## config.mk

```make
export PLATFORM = sky130hd
export DESIGN_NAME = ppu_tile_serializer_flat
export DESIGN_NICKNAME = d
export VERILOG_FILES = /design/src/rtl/ppu_tile_serializer_if.sv /design/src/rtl/ppu_tile_serializer.sv /design/src/flat_wrapper.sv
export SDC_FILE = /design/constraint.sdc
export NUM_CORES = 1
export LEC_CHECK = 0
export BUFFER_PORTS_ARGS = -buffer_cell sky130_fd_sc_hd__buf_2
export CELL_PAD_IN_SITES_DETAIL_PLACEMENT = 1
export CELL_PAD_IN_SITES_GLOBAL_PLACEMENT = 2
export CORE_ASPECT_RATIO = 0.8
export CORE_MARGIN = 3
export CORE_UTILIZATION = 30
export DETAILED_ROUTE_END_ITERATION = 12
export HOLD_SLACK_MARGIN = 0.05
export PLACE_DENSITY_LB_ADDON = 0.1
export SYNTH_ARGS = -nofsm -noshare
export SYNTH_HDL_FRONTEND = slang
export SYNTH_SLANG_ARGS = --single-unit
```

## constraint.sdc

```tcl
create_clock -name i_clk -period 2.1 [get_ports i_clk]
set_input_delay 0.42 -clock i_clk [delete_from_list [all_inputs] [get_ports i_clk]]
set_output_delay 0.42 -clock i_clk [all_outputs]
set_load 0.03 [all_outputs]
```

## src/rtl/ppu_tile_serializer_if.sv

```systemverilog
// ppu_tile_serializer_if
//   Tile hand-off bus into the background tile serializer. One tile is the
//   two bit-plane pattern bytes plus a 2-bit palette select, transferred with
//   a valid/ready handshake. Signal names are from the serializer's view.
//
//   i_tile_valid  producer -> serializer  tile data present
//   o_tile_ready  serializer -> producer  tile can be taken this cycle
//   i_pattern_lo  producer -> serializer  bit-plane 0 byte
//   i_pattern_hi  producer -> serializer  bit-plane 1 byte
//   i_palette     producer -> serializer  attribute palette select
interface ppu_tile_serializer_if;
    logic       i_tile_valid;
    logic       o_tile_ready;
    logic [7:0] i_pattern_lo;
    logic [7:0] i_pattern_hi;
    logic [1:0] i_palette;

    modport master (
        output i_tile_valid,
        output i_pattern_lo,
        output i_pattern_hi,
        output i_palette,
        input  o_tile_ready
    );

    modport slave (
        input  i_tile_valid,
        input  i_pattern_lo,
        input  i_pattern_hi,
        input  i_palette,
        output o_tile_ready
    );
endinterface

```

## src/rtl/ppu_tile_serializer.sv

```systemverilog
// ppu_tile_serializer
//   Parallel-to-serial transmitter for the PPU background pipeline. Takes one
//   tile (two pattern bytes + palette) over the tile bus and streams it LSB
//   first as load/shift strobes plus one serial bit per plane. A one-entry
//   holding buffer lets the next tile arrive while the current one is still
//   going out, so consecutive tiles stream without a gap.
//   All state changes on the falling edge of i_clk.
//
// Ports
//   i_clk, i_reset_n   clock (falling-edge active), async active-low reset
//   tile               tile bus (valid/ready, pattern lo/hi, palette)
//   i_enable           pixel advance, one bit per enabled cycle
//   i_clear_underrun   clears the sticky underrun flag
//   o_load, o_shift    strobes to the plane shift registers
//   o_data_lo/hi       serial bit per plane
//   o_palette          palette of the tile being sent (held in IDLE)
//   o_bit_index        bit currently on o_data_*
//   o_busy             a tile is being sent
//   o_underrun         sticky underrun flag
//
// Build option
//   PPU_TILE_SERIALIZER_UNDERRUN_EN  compiles in underrun detection; without
//   it o_underrun is tied low and i_clear_underrun is ignored.
module ppu_tile_serializer (
    input  logic                       i_clk,
    input  logic                       i_reset_n,
    ppu_tile_serializer_if.slave       tile,
    input  logic                       i_enable,
    input  logic                       i_clear_underrun,
    output logic                       o_load,
    output logic                       o_shift,
    output logic                       o_data_lo,
    output logic                       o_data_hi,
    output logic [1:0]                 o_palette,
    output logic [2:0]                 o_bit_index,
    output logic                       o_busy,
    output logic                       o_underrun
);

    typedef enum logic {IDLE, SEND} state_t;

    state_t     state;
    logic [7:0] act_lo, act_hi;
    logic [1:0] act_pal;
    logic [2:0] bit_cnt;
    logic [7:0] buf_lo, buf_hi;
    logic [1:0] buf_pal;
    logic       buf_valid;
    logic       accept;
    logic       last_bit;

    assign tile.o_tile_ready = !buf_valid;
    assign accept            = tile.i_tile_valid && !buf_valid;
    assign last_bit          = (state == SEND) && i_enable && (bit_cnt == 3'd7);

    always_ff @(negedge i_clk or negedge i_reset_n) begin
        if (!i_reset_n) begin
            state     <= IDLE;
            act_lo    <= '0;
            act_hi    <= '0;
            act_pal   <= '0;
            bit_cnt   <= '0;
            buf_lo    <= '0;
            buf_hi    <= '0;
            buf_pal   <= '0;
            buf_valid <= 1'b0;
        end else begin
            case (state)
                IDLE: begin
                    if (accept) begin
                        act_lo  <= tile.i_pattern_lo;
                        act_hi  <= tile.i_pattern_hi;
                        act_pal <= tile.i_palette;
                        bit_cnt <= '0;
                        state   <= SEND;
                    end
                end
                SEND: begin
                    if (last_bit) begin
                        // Handover: a buffered tile wins; ready is low then,
                        // so a same-edge accept cannot also occur.
                        bit_cnt <= '0;
                        if (buf_valid) begin
                            act_lo    <= buf_lo;
                            act_hi    <= buf_hi;
                            act_pal   <= buf_pal;
                            buf_valid <= 1'b0;
                        end else if (accept) begin
                            act_lo  <= tile.i_pattern_lo;
                            act_hi  <= tile.i_pattern_hi;
                            act_pal <= tile.i_palette;
                        end else begin
                            state <= IDLE;
                        end
                    end else begin
                        if (i_enable)
                            bit_cnt <= bit_cnt + 3'd1;
                        if (accept) begin
                            buf_lo    <= tile.i_pattern_lo;
                            buf_hi    <= tile.i_pattern_hi;
                            buf_pal   <= tile.i_palette;
                            buf_valid <= 1'b1;
                        end
                    end
                end
                default: state <= IDLE;
            endcase
        end
    end

    assign o_busy      = (state == SEND);
    assign o_load      = o_busy && i_enable;
    // Gated by reset so the strobe is quiet while reset is held.
    assign o_shift     = i_enable && i_reset_n;
    assign o_data_lo   = o_busy && act_lo[bit_cnt];
    assign o_data_hi   = o_busy && act_hi[bit_cnt];
    assign o_palette   = act_pal;
    assign o_bit_index = bit_cnt;

`ifdef PPU_TILE_SERIALIZER_UNDERRUN_EN
    logic seen_tile;
    logic underrun_flag;
    logic underrun_evt;

    // Underrun only counts once the pipeline has been fed at least once.
    assign underrun_evt = (state == IDLE) && i_enable && seen_tile;

    always_ff @(negedge i_clk or negedge i_reset_n) begin
        if (!i_reset_n) begin
            seen_tile     <= 1'b0;
            underrun_flag <= 1'b0;
        end else begin
            if (accept)
                seen_tile <= 1'b1;
            if (i_clear_underrun)
                underrun_flag <= 1'b0;
            else if (underrun_evt)
                underrun_flag <= 1'b1;
        end
    end

    assign o_underrun = underrun_flag;
`else
    logic unused_clear;
    assign unused_clear = i_clear_underrun;
    assign o_underrun   = 1'b0;
`endif

endmodule

```

## src/flat_wrapper.sv

```systemverilog
// flat-port wrapper written by rule: the top's interface ports become plain ports
module ppu_tile_serializer_flat 
  (i_clk, i_reset_n, i_enable, i_clear_underrun, o_load, o_shift, o_data_lo, o_data_hi, o_palette, o_bit_index, o_busy, o_underrun, tile_i_tile_valid, tile_i_pattern_lo, tile_i_pattern_hi, tile_i_palette, tile_o_tile_ready);
  ppu_tile_serializer_if tile_i ();
  input  logic i_clk;
  input  logic i_reset_n;
  input  logic i_enable;
  input  logic i_clear_underrun;
  output logic o_load;
  output logic o_shift;
  output logic o_data_lo;
  output logic o_data_hi;
  output logic [1:0] o_palette;
  output logic [2:0] o_bit_index;
  output logic o_busy;
  output logic o_underrun;
  input wire logic [$bits(tile_i.i_tile_valid)-1:0] tile_i_tile_valid;
  input wire logic [$bits(tile_i.i_pattern_lo)-1:0] tile_i_pattern_lo;
  input wire logic [$bits(tile_i.i_pattern_hi)-1:0] tile_i_pattern_hi;
  input wire logic [$bits(tile_i.i_palette)-1:0] tile_i_palette;
  output wire logic [$bits(tile_i.o_tile_ready)-1:0] tile_o_tile_ready;
  assign tile_i.i_tile_valid = tile_i_tile_valid;
  assign tile_i.i_pattern_lo = tile_i_pattern_lo;
  assign tile_i.i_pattern_hi = tile_i_pattern_hi;
  assign tile_i.i_palette = tile_i_palette;
  assign tile_o_tile_ready = tile_i.o_tile_ready;
  ppu_tile_serializer u_core (.i_clk(i_clk), .i_reset_n(i_reset_n), .tile(tile_i), .i_enable(i_enable), .i_clear_underrun(i_clear_underrun), .o_load(o_load), .o_shift(o_shift), .o_data_lo(o_data_lo), .o_data_hi(o_data_hi), .o_palette(o_palette), .o_bit_index(o_bit_index), .o_busy(o_busy), .o_underrun(o_underrun));
endmodule
```

Word-level counts from Yosys, hierarchy flattened
Index checks and enable logic that the tools add are counted.

storage, ports and cells
  word-level logic and storage cells = 54
  register bits after elaboration = 41
  bits of input ports = 23

operators by class
  $lt $le $gt $ge = 1
  $add $sub $neg = 1
  bitwise gates (word level) = 2
  mux-type cells = 26
  reduce and logical (&&, ||, !) cells = 11
  equal/unequal tests = 4

operators with widths
  operator                                                                      count
  8-bit two-way mux                                                             6
  8-bit one-hot mux with 2 select lines                                         2
  3-bit two-way mux                                                             3
  1-bit two-way mux                                                             7
  1-bit binary-select mux with 3-bit select                                     2
  1-bit logical AND                                                             6
  2-bit two-way mux                                                             3
  3-bit one-hot mux with 2 select lines                                         1
  3-bit by 4-bit less-than comparator with 1-bit output, second input constant  1
  2-bit one-hot mux with 2 select lines                                         1
  2-bit AND reduction                                                           2
  3-bit by 1-bit adder with 3-bit output, second input constant                 1
  3-bit equality test, second input constant                                    1
  3-bit inequality test, second input constant                                  1
  3-bit AND reduction                                                           1
  2-bit by 1-bit inequality test with 1-bit output, second input constant       1
  2-bit inequality test, second input constant                                  1
  1-bit NOT                                                                     2
  1-bit one-hot mux with 2 select lines                                         1
  2-bit nonzero test                                                            1
  1-bit zero test                                                               1

Longest topological paths before layout
  word-level depth = 6
  depth in mapped cells = 7

==> run summary <==
Total CTS buffers - 5
Total power - 0.00438 W
Antenna violations before repair - 0
Worst path bufs/invs - 2
Final ANT Viol Nets - 0
Crit Path Max Fanout - 3
Top_reg_cell synth - dfrtn_1
Port Buffer Count - 32
Top post-synthesis cells by area - dfrtn_1, a2bb2oi_1, mux2_4, o22ai_1, mux2_2
Static leakage - 1.32 nW
Post-synth EDFFs - 0
Fin Hold WS - 0.457 ns
Core ar. - 0.00597 mm^2
Syn Inst Count - 139
Iteration-0 DRC Markers - 79
Clk sinks - 41
Post-Syn Area - 0.00188 mm^2
Logic pwr share - 54.5%
Total gr overflow - 0
Critical path's slowest cell - mux4_2
Max Cap Viol - 0
Syn Nets - 164
Met3 Use GR - 3.73%
Top-level I/O count - 35
Switching share of power - 35.1%
Ant diodes - 0
Root Buffer - clkbuf_8
Vias/cell - 5.10
Row cnt - 25
Area growth from synthesis to layout - 51.8%
Post-synth top cells - dfrtn_1, o22ai_1, a2bb2oi_1, mux2_2, mux2_4
Hpwl dp - 3.24 mm
Layout net count - 242
Detailed-route wire length per cell - 18.0 um
Worst setup EP type - primary output
Critical path required time - 1.68 ns
Status - complete, but fails checks
First-pass GRT wire length - 8.83 mm
Met2 Use GR - 23.8%
Yosys top cell area share - 54.6%
Final Setup Violations - 29
Most frequent cell after synthesis - dfrtn_1
DRC Markers - 0
CP Cell Sequence - buf_6, mux4_2, mux2i_1, nor2_2, buf_6
Final WS setup - -1.09 ns
Die Footprint - 0.00725 mm^2
Failing checks - negative setup slack
CTS tree - built
P_sw - 0.00154 W
Final Slew Violations - 0
Sequential fraction of the synthesis area - 54.6%
Avg Cell Area, Syn - 13.5 um^2
Met1 usage - 23.0%
FFs w/ async S/R, synth - 100%
Seq cells post-synth - 41
Worst vdd ir - 0.430 mV
Cell-internal power - 0.00285 W
RSZ-0062 raised after global routing - yes
Detailed-route wire length - 5.38 mm
Clock share of power - 12.0%
Htree depth - 2
Yosys Warn Count - 0
Flop pwr share - 33.5%
Initial Utilization - 31.4%
Drt pass-1 iters - 4
Die H - 76.8 um
Vias post-DR - 1,526
Power Density - 1540 mW/mm^2
CTS Buffer Depth - 2
Hold Crit Class - flop to flop
Crit start category - flop
Worst-Skew Late Latency - 0.30 ns
Crit path top cell by count - buf_6
Layout cells sized above 1 - 59.6%
Fin. Hold Viols - 0
Yosys top cell by area - dfrtn_1
Setup Skew - 0.00369 ns
Total GRT Usage - 15.8%
Placer Congestion - 0.766
Synth cell types - 31
Largest net degree at the start of global routing - 43
Vias in the first global route - 1,624
Die W - 94.5 um
Peak per-stage delay on the critical path - 0.49 ns
WP data arrival - 2.77 ns
WS Path Type - flop to primary output
CP delay by family, top - multiplexers
CTS clock-pin slew for the worst setup and hold paths - 0.06 ns
Busiest metal layer after global routing - met2
## power groups by stage
stage               Combinational [W]  Clock, W  Sequential [W]
floorplan                     0.00119         0         0.00150
global placement              0.00182         0         0.00146
detailed placement            0.00186         0         0.00147
CTS                           0.00229  0.000542         0.00146
global route                  0.00258  0.000575         0.00151
finish                        0.00239  0.000527         0.00147
## placed cells by master (no fill, tap or decap), types with 3 or more instances in the layout
cell,instances
a21boi_4,4
dfrtn_1,41
mux2_2,9
o22ai_1,18
clkbuf_8,5
mux2_4,9
a2bb2oi_1,13
mux4_2,4
buf_2,21
buf_16,3
buf_4,35
buf_6,18
a2bb2oi_2,4
## logic make-up (layout without fill, tap and decap cells)
logic type | count (synthesis) | in the layout | share of synthesized area (%)
AO/OA/AOI/OAI | 45 | 48 | 17.9
adder cells (fa/ha/maj) | 2 | 2 | 1.33
buffers and inverters | 14 | 90 | 4.13
flip-flops | 41 | 41 | 54.6
multiplexers | 24 | 24 | 18.5
other | 1 | 1 | 0.200
AND/OR/NAND/NOR | 12 | 12 | 3.33
## sequential cells by signal (all words and copies together) (netlist names)
register,flops
u_core.act_hi,8
u_core.act_lo,8
u_core.buf_hi,8
u_core.buf_lo,8
u_core.buf_pal,2
u_core.buf_valid,1
u_core.o_bit_index,3
u_core.o_busy,1
u_core.o_palette,2
## metrics by stage
stage,worst slack (ns),std cells,setup TNS [ns],utilization (%),instance area (um^2)
after floorplan,-0.901,139,-12.02,-,1980
after global routing,-1.17,299,-11.18,47.7,2850
final,-1.09,299,-10.58,47.7,2850
after detailed placement,-0.863,272,-21.28,39.9,2380
after global placement,-0.843,272,-20.43,39.9,2380
after CTS,-1.10,295,-10.23,46.2,2760
## layer usage
metal | routed length [um] | up-vias | share of wire, %
met4 | 51 | 0 | 0.95
met5 | 0 | - | 0
met3 | 242 | 4 | 4.5
met1 | 2610 | 783 | 49
li1 | - | 702 | -
met2 | 2470 | 37 | 46
## final cells by class
class / count / area (um^2)
Fill cell: 619 / 3120
Inverter: 3 / 13.8
Sequential cell: 41 / 1030
Clock buffer: 5 / 68.8
Clock inverter: 3 / 17.5
Timing Repair Buffer: 79 / 693
Multi-Input combinational cell: 87 / 930
Tap cell: 81 / 101
## timing repair
action	in CTS	in global routing
cloned	6	0
hold buffers	0	0
pin swaps	3	5
resized for setup	35	12
setup endpoints to repair	46	39
setup buffers	9	6
## final timing paths
| kind | from | to | slack, ns | depth (start not counted) |
|---|---|---|---|---|
| setup / recovery | u_core.o_bit_index[1] | o_data_hi | -1.09 | 5 |
| hold / removal | u_core.buf_lo[2] | u_core.buf_lo[2] | 0.46 | 1 |
| setup reg to reg | u_core.o_bit_index[1] | u_core.buf_hi[6] | -0.27 | 10 |
| hold reg to reg | u_core.buf_lo[2] | u_core.buf_lo[2] | 0.46 | 1 |
| max in group asynchronous | i_reset_n | u_core.act_hi[0] | 0.84 | 2 |
| min in group asynchronous | i_reset_n | u_core.buf_lo[1] | 1.02 | 2 |
Note: power is estimated with default switching activity, not from simulation.
